### src/rtl/sim_ctrl.sv
// Simulation sequencer and pass/fail judge.
// Holds the core in reset for RST_HOLD cycles after bench reset. It then watches
// retirement and writeback to detect a branch-to-self halt, a global timeout or a
// retirement stall, and latches a sticky verdict.
module sim_ctrl #(
    parameter int unsigned RST_HOLD    = 4,
    parameter int unsigned PASS_REG    = 10,
    parameter logic [31:0] PASS_VALUE  = 32'h0000_0001,
    parameter int unsigned HALT_REPEAT = 3,
    parameter int unsigned MAX_CYCLES  = 10000,
    parameter int unsigned STALL_LIMIT = 256
) (
    input  logic        clk,
    input  logic        reset,
    input  logic [31:0] cyc_cnt,
    input  logic        retire_valid,
    input  logic [31:0] retire_pc,
    input  logic        wb_valid,
    input  logic [4:0]  wb_idx,
    input  logic [31:0] wb_data,
    output logic        cpu_reset,
    output logic        passed,
    output logic        failed,
    output logic [1:0]  fail_code,
    output logic [31:0] fail_cycle
);

    localparam logic [31:0] HoldLast   = 32'(RST_HOLD - 1);
    localparam logic [31:0] HaltRep    = 32'(HALT_REPEAT);
    localparam logic [31:0] MaxCyc     = 32'(MAX_CYCLES);
    localparam logic [31:0] StallLim   = 32'(STALL_LIMIT);
    localparam logic [4:0]  PassRegIdx = 5'(PASS_REG);
    // Register x0 is hardwired to zero, so a shadow of it never loads.
    localparam bit          ShadowEn   = (PASS_REG != 0);

    localparam logic [1:0] CodeNone    = 2'd0;
    localparam logic [1:0] CodeWrong   = 2'd1;
    localparam logic [1:0] CodeTimeout = 2'd2;
    localparam logic [1:0] CodeStall   = 2'd3;

    typedef enum logic [1:0] {
        StHold,
        StRun,
        StPass,
        StFail
    } state_e;

    state_e      state_q, state_d;
    logic [31:0] hold_cnt_q, hold_cnt_d;
    logic [31:0] run_cnt_q, run_cnt_d;
    logic [31:0] stall_cnt_q, stall_cnt_d;
    logic [31:0] rep_cnt_q, rep_cnt_d;
    logic [31:0] last_pc_q, last_pc_d;
    logic [31:0] shadow_q, shadow_d;
    logic        cpu_reset_q, cpu_reset_d;
    logic        passed_q, passed_d;
    logic        failed_q, failed_d;
    logic [1:0]  fail_code_q, fail_code_d;
    logic [31:0] fail_cycle_q, fail_cycle_d;
    logic        halt;

    function automatic logic [31:0] sat_inc(input logic [31:0] v);
        return (v == '1) ? v : v + 32'd1;
    endfunction

    // Next-state, counter updates and verdict resolution.
    always_comb begin
        state_d      = state_q;
        hold_cnt_d   = hold_cnt_q;
        run_cnt_d    = run_cnt_q;
        stall_cnt_d  = stall_cnt_q;
        rep_cnt_d    = rep_cnt_q;
        last_pc_d    = last_pc_q;
        shadow_d     = shadow_q;
        passed_d     = passed_q;
        failed_d     = failed_q;
        fail_code_d  = fail_code_q;
        fail_cycle_d = fail_cycle_q;
        halt         = 1'b0;

        unique case (state_q)
            StHold: begin
                if (hold_cnt_q == HoldLast) begin
                    state_d = StRun;
                end else begin
                    hold_cnt_d = sat_inc(hold_cnt_q);
                end
            end

            StRun: begin
                run_cnt_d   = sat_inc(run_cnt_q);
                stall_cnt_d = retire_valid ? 32'd0 : sat_inc(stall_cnt_q);

                if (ShadowEn && wb_valid && (wb_idx == PassRegIdx)) begin
                    shadow_d = wb_data;
                end

                // A zero repeat count marks "no PC retired yet in this run".
                if (retire_valid) begin
                    if ((rep_cnt_q != 32'd0) && (retire_pc == last_pc_q)) begin
                        rep_cnt_d = (rep_cnt_q >= HaltRep) ? rep_cnt_q : rep_cnt_q + 32'd1;
                    end else begin
                        rep_cnt_d = 32'd1;
                        last_pc_d = retire_pc;
                    end
                    halt = (rep_cnt_d >= HaltRep);
                end

                // Halt outranks timeout, which outranks stall.
                if (halt) begin
                    fail_cycle_d = cyc_cnt;
                    if (shadow_d == PASS_VALUE) begin
                        state_d  = StPass;
                        passed_d = 1'b1;
                    end else begin
                        state_d     = StFail;
                        failed_d    = 1'b1;
                        fail_code_d = CodeWrong;
                    end
                end else if (run_cnt_d >= MaxCyc) begin
                    state_d      = StFail;
                    failed_d     = 1'b1;
                    fail_code_d  = CodeTimeout;
                    fail_cycle_d = cyc_cnt;
                end else if (stall_cnt_d >= StallLim) begin
                    state_d      = StFail;
                    failed_d     = 1'b1;
                    fail_code_d  = CodeStall;
                    fail_cycle_d = cyc_cnt;
                end
            end

            // Verdict states are absorbing until reset.
            StPass: ;
            StFail: ;

            default: state_d = StHold;
        endcase

        cpu_reset_d = (state_d == StHold);
    end

    // State and output registers with synchronous reset.
    always_ff @(posedge clk) begin
        if (reset) begin
            state_q      <= StHold;
            hold_cnt_q   <= 32'd0;
            run_cnt_q    <= 32'd0;
            stall_cnt_q  <= 32'd0;
            rep_cnt_q    <= 32'd0;
            last_pc_q    <= 32'd0;
            shadow_q     <= 32'd0;
            cpu_reset_q  <= 1'b1;
            passed_q     <= 1'b0;
            failed_q     <= 1'b0;
            fail_code_q  <= CodeNone;
            fail_cycle_q <= 32'd0;
        end else begin
            state_q      <= state_d;
            hold_cnt_q   <= hold_cnt_d;
            run_cnt_q    <= run_cnt_d;
            stall_cnt_q  <= stall_cnt_d;
            rep_cnt_q    <= rep_cnt_d;
            last_pc_q    <= last_pc_d;
            shadow_q     <= shadow_d;
            cpu_reset_q  <= cpu_reset_d;
            passed_q     <= passed_d;
            failed_q     <= failed_d;
            fail_code_q  <= fail_code_d;
            fail_cycle_q <= fail_cycle_d;
        end
    end

    assign cpu_reset  = cpu_reset_q;
    assign passed     = passed_q;
    assign failed     = failed_q;
    assign fail_code  = fail_code_q;
    assign fail_cycle = fail_cycle_q;

endmodule

### config.mk
export PLATFORM = sky130hd
export DESIGN_NAME = sim_ctrl
export DESIGN_NICKNAME = d
export VERILOG_FILES = /design/src/rtl/sim_ctrl.sv
export SDC_FILE = /design/constraint.sdc
export NUM_CORES = 1
export LEC_CHECK = 0
export ABC_AREA = 1
export BUFFER_PORTS_ARGS = -buffer_cell sky130_fd_sc_hd__buf_2
export CAP_MARGIN = 20
export CELL_PAD_IN_SITES_DETAIL_PLACEMENT = 1
export CELL_PAD_IN_SITES_GLOBAL_PLACEMENT = 2
export CORE_MARGIN = 2
export CORE_UTILIZATION = 32
export DETAILED_ROUTE_END_ITERATION = 10
export PLACE_DENSITY = 0.77
export SYNTH_ARGS = -nofsm -noshare
export SYNTH_HDL_FRONTEND = slang
export SYNTH_SLANG_ARGS = --single-unit
### constraint.sdc
create_clock -name clk -period 2.94 [get_ports clk]
set_input_delay 0.588 -clock clk [delete_from_list [all_inputs] [get_ports clk]]
set_output_delay 0.588 -clock clk [all_outputs]
set_load 0.01 [all_outputs]
# Word-level counts from Yosys, hierarchy flattened
# Cells that the tools add are included.
# classes
addsub	4
mul	0
div_mod_pow	0
order_cmp	4
eq_ne	9
shift	0
n_mux	28
bitwise_logic	3
n_reduce_logical	12
# op_table
operator	n
32-bit 2-to-1 mux	12
32-bit by 1-bit adder with 32-bit output (second input constant)	4
32-bit equality test (second input constant)	3
32-bit by 2-bit >= comparator with 1-bit output (second input constant)	2
32-bit by 1-bit equality test with 1-bit output (second input constant)	1
32-bit by 2-bit equality test with 1-bit output (second input constant)	1
32-bit equality test	1
32-bit by 14-bit >= comparator with 1-bit output (second input constant)	1
32-bit by 9-bit >= comparator with 1-bit output (second input constant)	1
32-bit nonzero test	1
2-bit 2-to-1 mux	8
3-bit AND reduction	4
1-bit 2-to-1 mux	7
5-bit by 4-bit equality test with 1-bit output (second input constant)	1
2-bit logical NOT	2
2-bit one-hot mux with 2 select lines	1
2-bit AND reduction	2
1-bit NOT	3
3-bit nonzero test	1
2-bit by 1-bit equality test with 1-bit output (second input constant)	1
1-bit logical AND	2
2-bit inequality test (second input constant)	1
# word_totals
reg_bits	231
latch_bits	0
mem_bits_rw	0
rom_bits	0
inputBits	105
output_inout_bits	37
word_cells	72
memories	0

# Longest topological paths before layout
# depth
ltp_word	11
depth_mapped	21

# Worst setup path before layout
# No wires, ideal clock.
# synth_path
path_kind	register -> register
startpoint	register stall_cnt_q[0]
endpoint	register fail_cycle_q[31], in the netlist fail_cycle[31]
setup_ps	139
arrival_ps	2333
required_time_ps	2801
slack_ps	467
stages_incl_launch_ff	22
period_less_slack_ps	2473
cell_sequence	dfxtp_1 ha_1 buf_2 nand3_2 inv_2 nand2_1 nor2_4 nand2_2 buf_4 nand3_1 nand2_1 nand2_1 nor2_1 nand2_1 nor2_1 nand3_1 nor2_4 nand2_4 nand2_4 buf_8 nand2_2 a21oi_2
# synth_between
elab_chain_len	6
elab_cells_between_ends	7
classes_between	1 x add/sub; 1 x order compare; 1 x eq/ne; 2 x mux; 2 x reduce/logical
# synth_rtl
element	line_no	text
start: declaration	51	logic [31:0] stall_cnt_q, stall_cnt_d;
start signal: assignment	162	stall_cnt_q <= stall_cnt_d;
32-bit by 1-bit adder with 32-bit output or 32-bit equality test (tied branches)	63	return (v == '1) ? v : v + 32'd1;
32-bit 2-to-1 mux (*)	63	
32-bit 2-to-1 mux (*)	92	stall_cnt_d = retire_valid ? 32'd0 : sat_inc(stall_cnt_q);
32-bit by 9-bit >= comparator with 1-bit output (*)	125	end else if (stall_cnt_d >= StallLim) begin
3-bit nonzero test (no line) (*)	--	
2-bit AND reduction (no line) (*)	--	
end signal: assignment	170	fail_cycle_q <= fail_cycle_d;
end: declaration	59	logic [31:0] fail_cycle_q, fail_cycle_d;
# Every way passes the cells marked *; elsewhere a longest branch is shown, timed or not.
# A chain may end at the register's enable or synchronous reset.

# Worst setup path in the final report
# layout_path
startpoint	register stall_cnt_q[20]
endpoint	register fail_cycle_q[27], in the netlist fail_cycle[27]
# Same word-level chain as after synthesis.

==> results_dict.tcl <==
set metrics [dict create \
    path_clk_slew_ps 60 \
    grt_pass1_wl_um 66640 \
    yosys.area_share.simple_pct 33.40 \
    final_common_cell "nand2_1" \
    syn_nets 2061 \
    required_ps 3340 \
    synth_mux_area_share_pct 0 \
    via_per_inst 4.878 \
    cts_buffers 29 \
    core_um2 38560 \
    area.sequential_um2 4642 \
    slew_headroom_pct 49.54 \
    antenna_found_initial 1 \
    synth.distinct_cells 45 \
    synthCells 1951 \
    fin_skew_ps 10.80 \
    drcViolationCount 0 \
    area_growth_pct 21.26 \
    routed.top_layer "met4" \
    ys_seq_area_share_pct 37.03 \
    clock_sinks 231 \
    yosys_warnings 0 \
    cts_tree "done" \
    crit_type "reg2reg" \
    multi_input_area_um2 6824 \
    synth_top_family_by_area "simple AND/OR/NAND/NOR gates" \
    setup_viol 0 \
    finalCritPeriodShare_pct 91.62 \
    final_util_pct 39.28 \
    clkLatencyLatePin_ps 560 \
    end_kind "flip-flop" \
    grt_use_total_pct 19.51 \
    layout_common_cells "nand2_1, nor2_1, dfxtp_1, inv_1, o21ai_0" \
    wl_um 39630 \
    ant_nets 0 \
    die_y_um 201.6 \
    worst_pin_slew_ps 756.9 \
    hold_viol 0 \
    cp_max_fo 17 \
    ys_seq_elements 231 \
    cp-start-kind "flip-flop" \
    crit_arrival_ps 3090 \
    worstHoldStart "retire_pc[13]" \
    gr-total-overflow 0 \
    synthXorXnorAreaFrac_pct 3.366 \
    clk_path_buf_depth 3 \
    grt_max_degree 158 \
    ir_worst_vdd_mv 0.4047 \
    final_cell_count_no_fill 2627 \
    tns_ps 0 \
    synth_compound_area_share_pct 16.24 \
    fp-row-count 72 \
    rr_startpoint "stall_cnt_q[20]$_SDFFE_PP0P_" \
    wl_met1_um 18480 \
    maxSlewViolCount 0 \
    fmax_mhz 371.2 \
    ios 142 \
    drive_above_1_share_pct 15.84 \
    first_pass_iters 4 \
    post-dp-hpwl_um 28600 \
    power_density_nw_per_um2 666.2 \
    grt_pass1_vias 13410 \
    synth_edf_count 0 \
    outcome "finished, final reports clean" \
    fin_crit_ps 2694 \
    vias 12810 \
    maxCapViolCount 0 \
    syn_area_per_cell_um2 6.401 \
    dp_cells 2570 \
    netlist_area_um2 12490 \
    layout.nets 2201 \
    met2_length_um 19070 \
    ys_async_sr_fraction_pct 0 \
    chipWidth_um 201.6 \
    gp_routability_congestion 0.8237 \
    critPathLaunch "stall_cnt_q[20]$_SDFFE_PP0P_" \
    power_w 0.01009 \
    root_buffer "clkbuf_16" \
    start_util_pct 32.39 \
    htree_levels 1 \
    synthFlopType "dfxtp_1" \
    drt_iter0_drc 472 \
    port_buffers 141 \
    synth_fa_ha_area_share_pct 0.5010 \
    routedWlPerCell_um 15.08 \
    hp-class "in2reg" \
    fill_cells 5112 \
    p_leak_nw 6.485 \
    met3_length_um 1000 \
    fp.dieArea_um2 40620 \
]
-- per-stage QoR --
stage               hold slack, ps  cell area [µm²]  setup WS (ps)
global route                 286.6            15140         -9.542
finish                       289.4            15140          246.3
detailed placement           440.7            13950          31.27
CTS                          260.8            14920          47.99
global placement             441.4            13950          60.98
floorplan                    437.6            12490          467.5
-- cells in the mapped netlist (3+ instances only) --
cell type | instances | area share (%)
nor3b_1 | 4 | 0.24
nand3b_1 | 13 | 0.78
nand3_1 | 112 | 4.5
a211oi_1 | 7 | 0.42
dfxtp_1 | 231 | 37
inv_2 | 6 | 0.18
buf_6 | 3 | 0.27
o41ai_1 | 9 | 0.63
xnor2_1 | 11 | 0.77
a21oi_1 | 133 | 5.3
a21oi_2 | 10 | 0.70
buf_1 | 7 | 0.21
clkbuf_1 | 66 | 2.0
nor2_4 | 4 | 0.36
nor4_1 | 16 | 0.80
nand2_2 | 15 | 0.75
buf_2 | 7 | 0.28
o21ai_0 | 190 | 7.6
clkinv_1 | 3 | 0.090
nor3_1 | 26 | 1.0
nor2_2 | 3 | 0.15
nor2_1 | 300 | 9.0
nand4_1 | 22 | 1.1
nand2_1 | 467 | 14
inv_1 | 205 | 6.2
o31ai_1 | 4 | 0.24
o21ai_1 | 3 | 0.12
xor2_1 | 37 | 2.6
ha_1 | 5 | 0.50
o211ai_1 | 13 | 0.78
-- layout make-up --
cell class	count	share of cell area [%]
Tap cell	518	4.280
Multi-Input combinational cell	1419	45.06
Timing Repair Buffer	195	8.320
Sequential cell	231	30.65
Clock inverter	6	0.8758
Antenna cell	1	0.01652
Inverter	215	5.346
Clock buffer	42	5.445
-- per-layer routing --
metal | vias to the layer above | track usage [%]
met3 | 62 | 2.543
met5 | - | 0
met2 | 121 | 34.47
li1 | 6578 | -
met1 | 6053 | 24.83
met4 | 0 | 5.488
-- flip-flops by register name, summed over array words and instances (netlist names) --
register	cells
cpu_reset	1
passed	1
hold_cnt_q	32
failed	1
state_q	2
shadow_q	32
fail_code	2
stall_cnt_q	32
last_pc_q	32
fail_cycle	32
run_cnt_q	32
rep_cnt_q	32
-- critical path, stage by stage (launching register included) --
cell	delay [ps]
dfxtp_1	430
nand2_1	120
nor2_2	160
nand2_1	170
nor2_2	200
nand2_4	120
buf_4	190
nand3_1	80
nand2_1	80
nand2_1	70
nor2_1	50
nand2_1	120
nor2_1	70
nand3_2	100
nor2_4	40
nand2_4	120
nand2_4	90
buf_12	190
nand2_1	70
a21oi_1	60
-- final timing paths --
kind / slack [ps] / depth (start not counted) / endpoint
setup reg to reg: 250 / 19 / fail_cycle[27]$_SDFFE_PP0P_
hold reg to reg: 450 / 2 / failed$_SDFFE_PP0P_
hold / removal: 290 / 3 / last_pc_q[13]$_SDFFE_PP0P_
setup / recovery: 250 / 19 / fail_cycle[27]$_SDFFE_PP0P_
-- cells by family after synthesis --
family	Yosys count
AO/OA/AOI/OAI	375
XOR/XNOR	48
adder cells (fa/ha/maj)	5
buffers and inverters	301
flip-flops	231
AND/OR/NAND/NOR	991
-- report_power, final --
group	internal, W	switching [W]	leakage (nW)
Clock	0.00226	0.00138	0.463
Sequential	0.00353	0.000325	1.88
Combinational	0.000979	0.00161	4.15
-- repair_timing --
item / CTS / global route
cloned: 0 / 1
hold buffers: 0 / 0
setup endpoints to repair: 1 / 36
pin swaps: 0 / 3
hold endpoints to repair: 0 / 0
buffers inserted: 0 / 7
gates resized for setup: 1 / 59
(Power assumes the default switching activity.)
